--- src/rtl/rs_232_transmitter_if.sv ---
// Parallel-side and line-side signals of the RS-232 transmitter.
// The master supplies bytes; the slave (the transmitter) drives the serial line and status.
interface rs_232_transmitter_if;
    logic [7:0] data;
    logic       send;
    logic       rs_232;
    logic       busy;
    logic       done;

    modport master (
        output data,
        output send,
        input  rs_232,
        input  busy,
        input  done
    );

    modport slave (
        input  data,
        input  send,
        output rs_232,
        output busy,
        output done
    );
endinterface

--- src/rtl/rs_232_transmitter.sv ---
// 8N1 serial transmitter: latches a byte on an accepted send strobe and shifts it
// out LSB first between a start and a stop bit, CLKS_PER_BIT cycles per bit.
module rs_232_transmitter #(
    parameter int unsigned CLKS_PER_BIT = 434
) (
    input  logic                clk,
    input  logic                rst,
    rs_232_transmitter_if.slave bus
);

    localparam int unsigned CNT_W = (CLKS_PER_BIT > 1) ? $clog2(CLKS_PER_BIT) : 1;
    localparam logic [CNT_W-1:0] CNT_LAST = CNT_W'(CLKS_PER_BIT - 1);

    typedef enum logic [1:0] {
        IDLE,
        START,
        DATA,
        STOP
    } state_e;

    state_e           state_q, state_d;
    logic [CNT_W-1:0] clk_cnt_q, clk_cnt_d;
    logic [2:0]       bit_idx_q, bit_idx_d;
    logic [7:0]       shift_q, shift_d;
    logic             rs_232_q, rs_232_d;
    logic             busy_q, busy_d;
    logic             done_q, done_d;
    logic             bit_end;

    always_ff @(posedge clk) begin
        if (rst) begin
            state_q   <= IDLE;
            clk_cnt_q <= '0;
            bit_idx_q <= '0;
            shift_q   <= '0;
            rs_232_q  <= 1'b1;
            busy_q    <= 1'b0;
            done_q    <= 1'b0;
        end else begin
            state_q   <= state_d;
            clk_cnt_q <= clk_cnt_d;
            bit_idx_q <= bit_idx_d;
            shift_q   <= shift_d;
            rs_232_q  <= rs_232_d;
            busy_q    <= busy_d;
            done_q    <= done_d;
        end
    end

    always_comb begin
        state_d   = state_q;
        clk_cnt_d = clk_cnt_q;
        bit_idx_d = bit_idx_q;
        shift_d   = shift_q;
        done_d    = 1'b0;
        rs_232_d  = 1'b1;
        busy_d    = 1'b0;
        bit_end   = (clk_cnt_q == CNT_LAST);

        if (state_q != IDLE) begin
            clk_cnt_d = bit_end ? '0 : clk_cnt_q + CNT_W'(1);
        end

        case (state_q)
            IDLE: begin
                if (bus.send) begin
                    state_d   = START;
                    shift_d   = bus.data;
                    bit_idx_d = '0;
                    clk_cnt_d = '0;
                end
            end
            START: begin
                if (bit_end) begin
                    state_d = DATA;
                end
            end
            DATA: begin
                if (bit_end) begin
                    if (bit_idx_q == 3'd7) begin
                        state_d = STOP;
                    end else begin
                        shift_d   = shift_q >> 1;
                        bit_idx_d = bit_idx_q + 3'd1;
                    end
                end
            end
            STOP: begin
                if (bit_end) begin
                    state_d = IDLE;
                    done_d  = 1'b1;
                end
            end
            default: state_d = IDLE;
        endcase

        // Outputs are decoded from the next state so the line and busy flops
        // change on the same edge as the state register.
        case (state_d)
            START:   rs_232_d = 1'b0;
            DATA:    rs_232_d = shift_d[0];
            default: rs_232_d = 1'b1;
        endcase
        busy_d = (state_d != IDLE);
    end

    assign bus.rs_232 = rs_232_q;
    assign bus.busy   = busy_q;
    assign bus.done   = done_q;

endmodule

--- src/flat_wrapper.sv ---
// flat-port wrapper written by rule: the top's interface ports become plain ports
module rs_232_transmitter_flat 
#(
    parameter int unsigned CLKS_PER_BIT = 434
)
  (clk, rst, bus_data, bus_send, bus_rs_232, bus_busy, bus_done);
  rs_232_transmitter_if bus_i ();
  input  logic clk;
  input  logic rst;
  input wire logic [$bits(bus_i.data)-1:0] bus_data;
  input wire logic [$bits(bus_i.send)-1:0] bus_send;
  output wire logic [$bits(bus_i.rs_232)-1:0] bus_rs_232;
  output wire logic [$bits(bus_i.busy)-1:0] bus_busy;
  output wire logic [$bits(bus_i.done)-1:0] bus_done;
  assign bus_i.data = bus_data;
  assign bus_i.send = bus_send;
  assign bus_rs_232 = bus_i.rs_232;
  assign bus_busy = bus_i.busy;
  assign bus_done = bus_i.done;
  rs_232_transmitter #(.CLKS_PER_BIT(CLKS_PER_BIT)) u_core (.clk(clk), .rst(rst), .bus(bus_i));
endmodule
--- config.mk ---
export PLATFORM = sky130hd
export DESIGN_NAME = rs_232_transmitter_flat
export DESIGN_NICKNAME = d
export VERILOG_FILES = /design/src/rtl/rs_232_transmitter_if.sv /design/src/rtl/rs_232_transmitter.sv /design/src/flat_wrapper.sv
export SDC_FILE = /design/constraint.sdc
export NUM_CORES = 1
export LEC_CHECK = 0
export ABC_AREA = 1
export CAP_MARGIN = 20
export CORE_MARGIN = 2
export CORE_UTILIZATION = 50
export CTS_BUF_LIST = sky130_fd_sc_hd__clkbuf_8
export DETAILED_ROUTE_END_ITERATION = 16
export MAX_ROUTING_LAYER = met4
export PLACE_DENSITY = 0.67
export SYNTH_ARGS = -nofsm -noshare
export SYNTH_HDL_FRONTEND = slang
export SYNTH_SLANG_ARGS = --single-unit
--- constraint.sdc ---
create_clock -name clk -period 2.29 [get_ports clk]
set_clock_uncertainty 0.15 [all_clocks]
set_input_delay 0.458 -clock clk [delete_from_list [all_inputs] [get_ports clk]]
set_output_delay 0.458 -clock clk [all_outputs]
set_load 0.05 [all_outputs]
**Yosys cells after proc, flatten, opt, wreduce, memory -nomap -nowiden**

Cells that the tools add are included.

- Reduce and logical (&&, ||, !) cells: 6
- Add/subtract/negate cells: 2
- Muxes and demuxes: 20
- Bitwise gates (word level): 1
- Eq/ne operators: 10

Operator list:

| kind | number |
|---|---|
| 2-to-1 mux 9 bit | 4 |
| 2-to-1 mux 8 bit | 3 |
| case mux 8 bit (2 select lines) | 1 |
| 2-to-1 mux 2 bit | 5 |
| adder 9 x 1 -> 9 bit (second input constant) | 1 |
| == test 9 bit (second input constant) | 1 |
| 2-to-1 mux 3 bit | 3 |
| case mux 2 bit (4 select lines) | 1 |
| == test 2 bit (second input constant) | 3 |
| case mux 3 bit (2 select lines) | 1 |
| nonzero test 2 bit | 3 |
| == test 2 x 1 -> 1 bit (second input constant) | 2 |
| inequality test 2 bit (second input constant) | 2 |
| AND reduction 4 bit | 1 |
| adder 3 x 1 -> 3 bit (second input constant) | 1 |
| == test 3 bit (second input constant) | 1 |
| logical NOT 2 bit | 1 |
| inequality test 2 x 1 -> 1 bit (second input constant) | 1 |
| case mux 1 bit (2 select lines) | 1 |
| OR reduction 2 bit | 1 |
| 2-to-1 mux 1 bit | 1 |
| inverter 1 bit | 1 |

- Bits of input ports: 11
- Flip-flop bits (word level): 25
- Word-level logic and storage cells: 47

**Longest topological paths before layout**

- Depth after elaboration: 6
- Mapped depth: 11
- Depth with buffers taken out: 11

**Worst setup path after synthesis**

No wires, ideal clock.

- Kind: register -> register
- Start point: register u_core.bit_idx_q[0]
- End point: register u_core.rs_232_q, in the netlist u_core.bus.rs_232
- Data arrival time: 1.352 ns
- Cell stages (with the launch flop): 10
- Setup time: 0.122 ns
- Path buffers: 0
- Required time: 2.018 ns
- Path slack: 0.666 ns
- Cells stage by stage: dfxtp_1 > ha_1 > ha_1 > clkinv_1 > nor2_1 > nand3_1 > nand3_1 > nand2_1 > nand2_1 > nand3_1

- Word-level cells in the longest chain between the ends: 6

Ends and longest elaborated chain:

| item | line | RTL |
|---|---|---|
| start, declared | rs_232_transmitter.sv:23 | `logic [2:0] bit_idx_q, bit_idx_d;` |
| start signal, assigned | rs_232_transmitter.sv:42 | `bit_idx_q <= bit_idx_d;` |
| == test 3 bit * | rs_232_transmitter.sv:80 | `if (bit_idx_q == 3'd7) begin` |
| 2-to-1 mux 2 bit | rs_232_transmitter.sv:80 |  |
| 2-to-1 mux 2 bit | rs_232_transmitter.sv:79 | `if (bit_end) begin` |
| case mux 2 bit (4 select lines) | rs_232_transmitter.sv:64 | `case (state_q)` |
| == test 2 bit / == test 2 x 1 -> 1 bit (equally long branches) | rs_232_transmitter.sv:99 | `case (state_d)` |
| case mux 1 bit (2 select lines) * | rs_232_transmitter.sv:99 |  |
| end signal, assigned | rs_232_transmitter.sv:44 | `rs_232_q <= rs_232_d;` |
| end, declared | rs_232_transmitter.sv:25 | `logic rs_232_q, rs_232_d;` |

Every way passes the cells marked *; elsewhere a longest branch is shown, timed or not. The select of a mux whose other input is x is not followed.
A chain may end at the register's enable or synchronous reset.

**Final worst setup path**

- Start point: register u_core.rs_232_q, in the netlist u_core.bus.rs_232
- End point: output bus_rs_232

RTL lines:

| item | line | RTL |
|---|---|---|
| end, declared | flat_wrapper.sv:12 | `output wire logic [$bits(bus_i.rs_232)-1:0] bus_rs_232;` |

No word-level cell between the ends.

==> run metrics <==
syn_nets ~220; DR WL met2 about 1.3 mm; Compound-Gate Fraction of Synth Area 11.7%; vias in the first global route 1209; Worst-path clk slew 0.09 ns; Max Cap Violations 0; worst vdd ir 0.000380 V; htree depth 1; drt via density 5.37; Top Layer Used met4; DRC errors left 0; initial antenna violation count 0; Cell Pwr Density 537 mW/mm^2; GPL Wtd Cong 0.899; Arr. time, crit path roughly 1.4 ns; mapped cell area 0.00140 mm^2; Starting Density 51.7%; fin nets approximately 240; Largest stage delay, worst path 0.79 ns; Final Hold Fails 0; count of final max-slew check failures 0; unrepaired setup endpoints after global routing false; via count approximately 1400; worst-path maximum fanout 1; Die Y 56.9 um; Worst setup SP type flop; most common cell after layout, fill and taps aside nand2_1; area growth from synthesis to layout 14.6%; Avg WL per Cell 11.8 um; count of input and output buffers 13; Ant. Diodes 0; leakage 0.708 nW; GRT Overall Usage a little over a fifth; Final min period between 1.5 and 2 ns; delay-heaviest family, CP buffers and inverters; CP Class reg -> out; insertion delay to the later sink of the worst-skew pair 0.27 ns; Max-slew headroom 67.2%; CP max-delay cell clkdlybuf4s50_1; setup TNS 0 ns; wire length on met1 roughly 1.5 mm; FILL cells 281; die area 0.00324 mm^2; Synth Instances 206; layout cell share with drive strength beyond 1 12.7%; final worst path period share 87.0%; sequential fraction of the synthesis area 35.7%; Routed WL roughly 3.0 mm; post-DP HPWL 2.31 mm; Cell Rows 19; Syn. warnings 0; DR iter-0 viols 75; Syn Area/Cell 6.80 um^2; Post-Synth Simple-Gate Area 39.8%; outcome finished, final reports clean; post-synthesis register bit count 25; Post-CTS Setup Inserts 0; Final Total Pwr between 0.8 and 0.9 mW; DRT Pass-1 Iters 4; Post-Synth Adder-Cell Area 3.57%; Worst EP required roughly 1.7 ns; CORE AREA 0.00271 mm^2; Unique masters post-synth 28; CTS sink cnt 25; Crit path buffers/inverters 1; cell chain of the critical path clkdlybuf4s50_1; most frequent cells in the layout nand2_1 (58), dfxtp_1 (25), nand3_1 (18); # setup viols final 0; Synth Area in XOR/XNOR 0%; Worst Setup End Kind output port; CTS tree built; grt ovf 0; worst slew pin tran 0.491 ns; Met3 Wirelength 146 um; root buf cell clkbuf_8; largest net degree at the start of global routing 15; Hold Buf Count CTS 0; mux contribution to synthesized area 0%; cts bufs inserted 3; worst min-delay path class reg -> reg; Clock Tree Buf Depth 2; Ports 14; largest family of logic cells by synthesized area simple AND/OR/NAND/NOR gates; global-route wire length before repair 5.33 mm; post-route antenna net violation count 0; post_cts resized 0; fmax 502 MHz; WHS 0.320 ns; Die Wd ~57 um
## area by class of cell
cell class	count	area (um^2)	area share, %
Timing Repair Buffer	14	138	8.57
Clock inverter	1	5.00	0.312
Multi-Input combinational cell	149	772	48.1
Tap cell	31	38.8	2.42
Sequential cell	25	500	31.2
Inverter	29	110	6.86
Clock buffer	3	41.3	2.57
## sequential cells by signal, summed over array words and instances (netlist names)
| signal | cells |
|---|---|
| u_core.bus.busy | 1 |
| u_core.clk_cnt_q | 9 |
| u_core.shift_q | 8 |
| u_core.bus.done | 1 |
| u_core.bit_idx_q | 3 |
| u_core.bus.rs_232 | 1 |
| u_core.state_q | 2 |
## per-stage QoR
step / instances / instance area [um^2] / util [%] / worst slack (ns)
5_1_grt: 252 / 1610 / 59.2 / 0.257
4_1_cts: 252 / 1610 / 59.2 / 0.284
3_3_place_gp: 248 / 1560 / 57.5 / 0.377
2_1_floorplan: 206 / 1400 / - / 0.666
6_report: 252 / 1610 / 59.2 / 0.298
3_5_place_dp: 248 / 1560 / 57.5 / 0.350
## kinds of logic (layout without fill, tap and decap cells)
kind of cell	Yosys count	count (layout)
and+or+nand+nor	114	114
adders and majority gates	4	4
DFF	25	25
AOI/OAI and AO/OA	31	31
buffers and inverters	32	47
## layer usage
metal,track usage [%],vias up
met2,30.2,37
met1,30.4,614
li1,-,698
met5,-,-
met3,2.72,5
met4,7.64,0
## report_power, final
group          switching, mW  total (mW)  internal [mW]
clock network          0.143       0.265          0.122
registers             0.0127       0.467          0.454
logic                 0.0780       0.129         0.0512
total                  0.234       0.862          0.627
## worst paths after layout
kind,depth (start not counted),start,slack [ns],to
worst max register to register,9,u_core.bit_idx_q[0],0.42,u_core.bus.rs_232
worst max-delay path,1,u_core.bus.rs_232,0.30,bus_rs_232
worst min register to register,2,u_core.shift_q[7],0.32,u_core.shift_q[7]
worst min-delay path,2,u_core.shift_q[7],0.32,u_core.shift_q[7]
## cells in the mapped netlist, drive strengths merged
library cell	instances	area, um^2
o21ai	10	50.0
inv	27	101
a21o	1	7.51
nor3	4	25.0
clkinv	2	8.75
clkbuf	2	7.51
o22ai	1	6.26
a22oi	1	7.51
nand3	19	108
nand2	63	264
ha	4	50.1
or2	1	6.26
nor2	19	105
a21oi	17	85.1
buf	1	11.3
nand4	8	50.1
a211oi	1	7.51
dfxtp	25	500
Power figures use the tool's default switching activity.
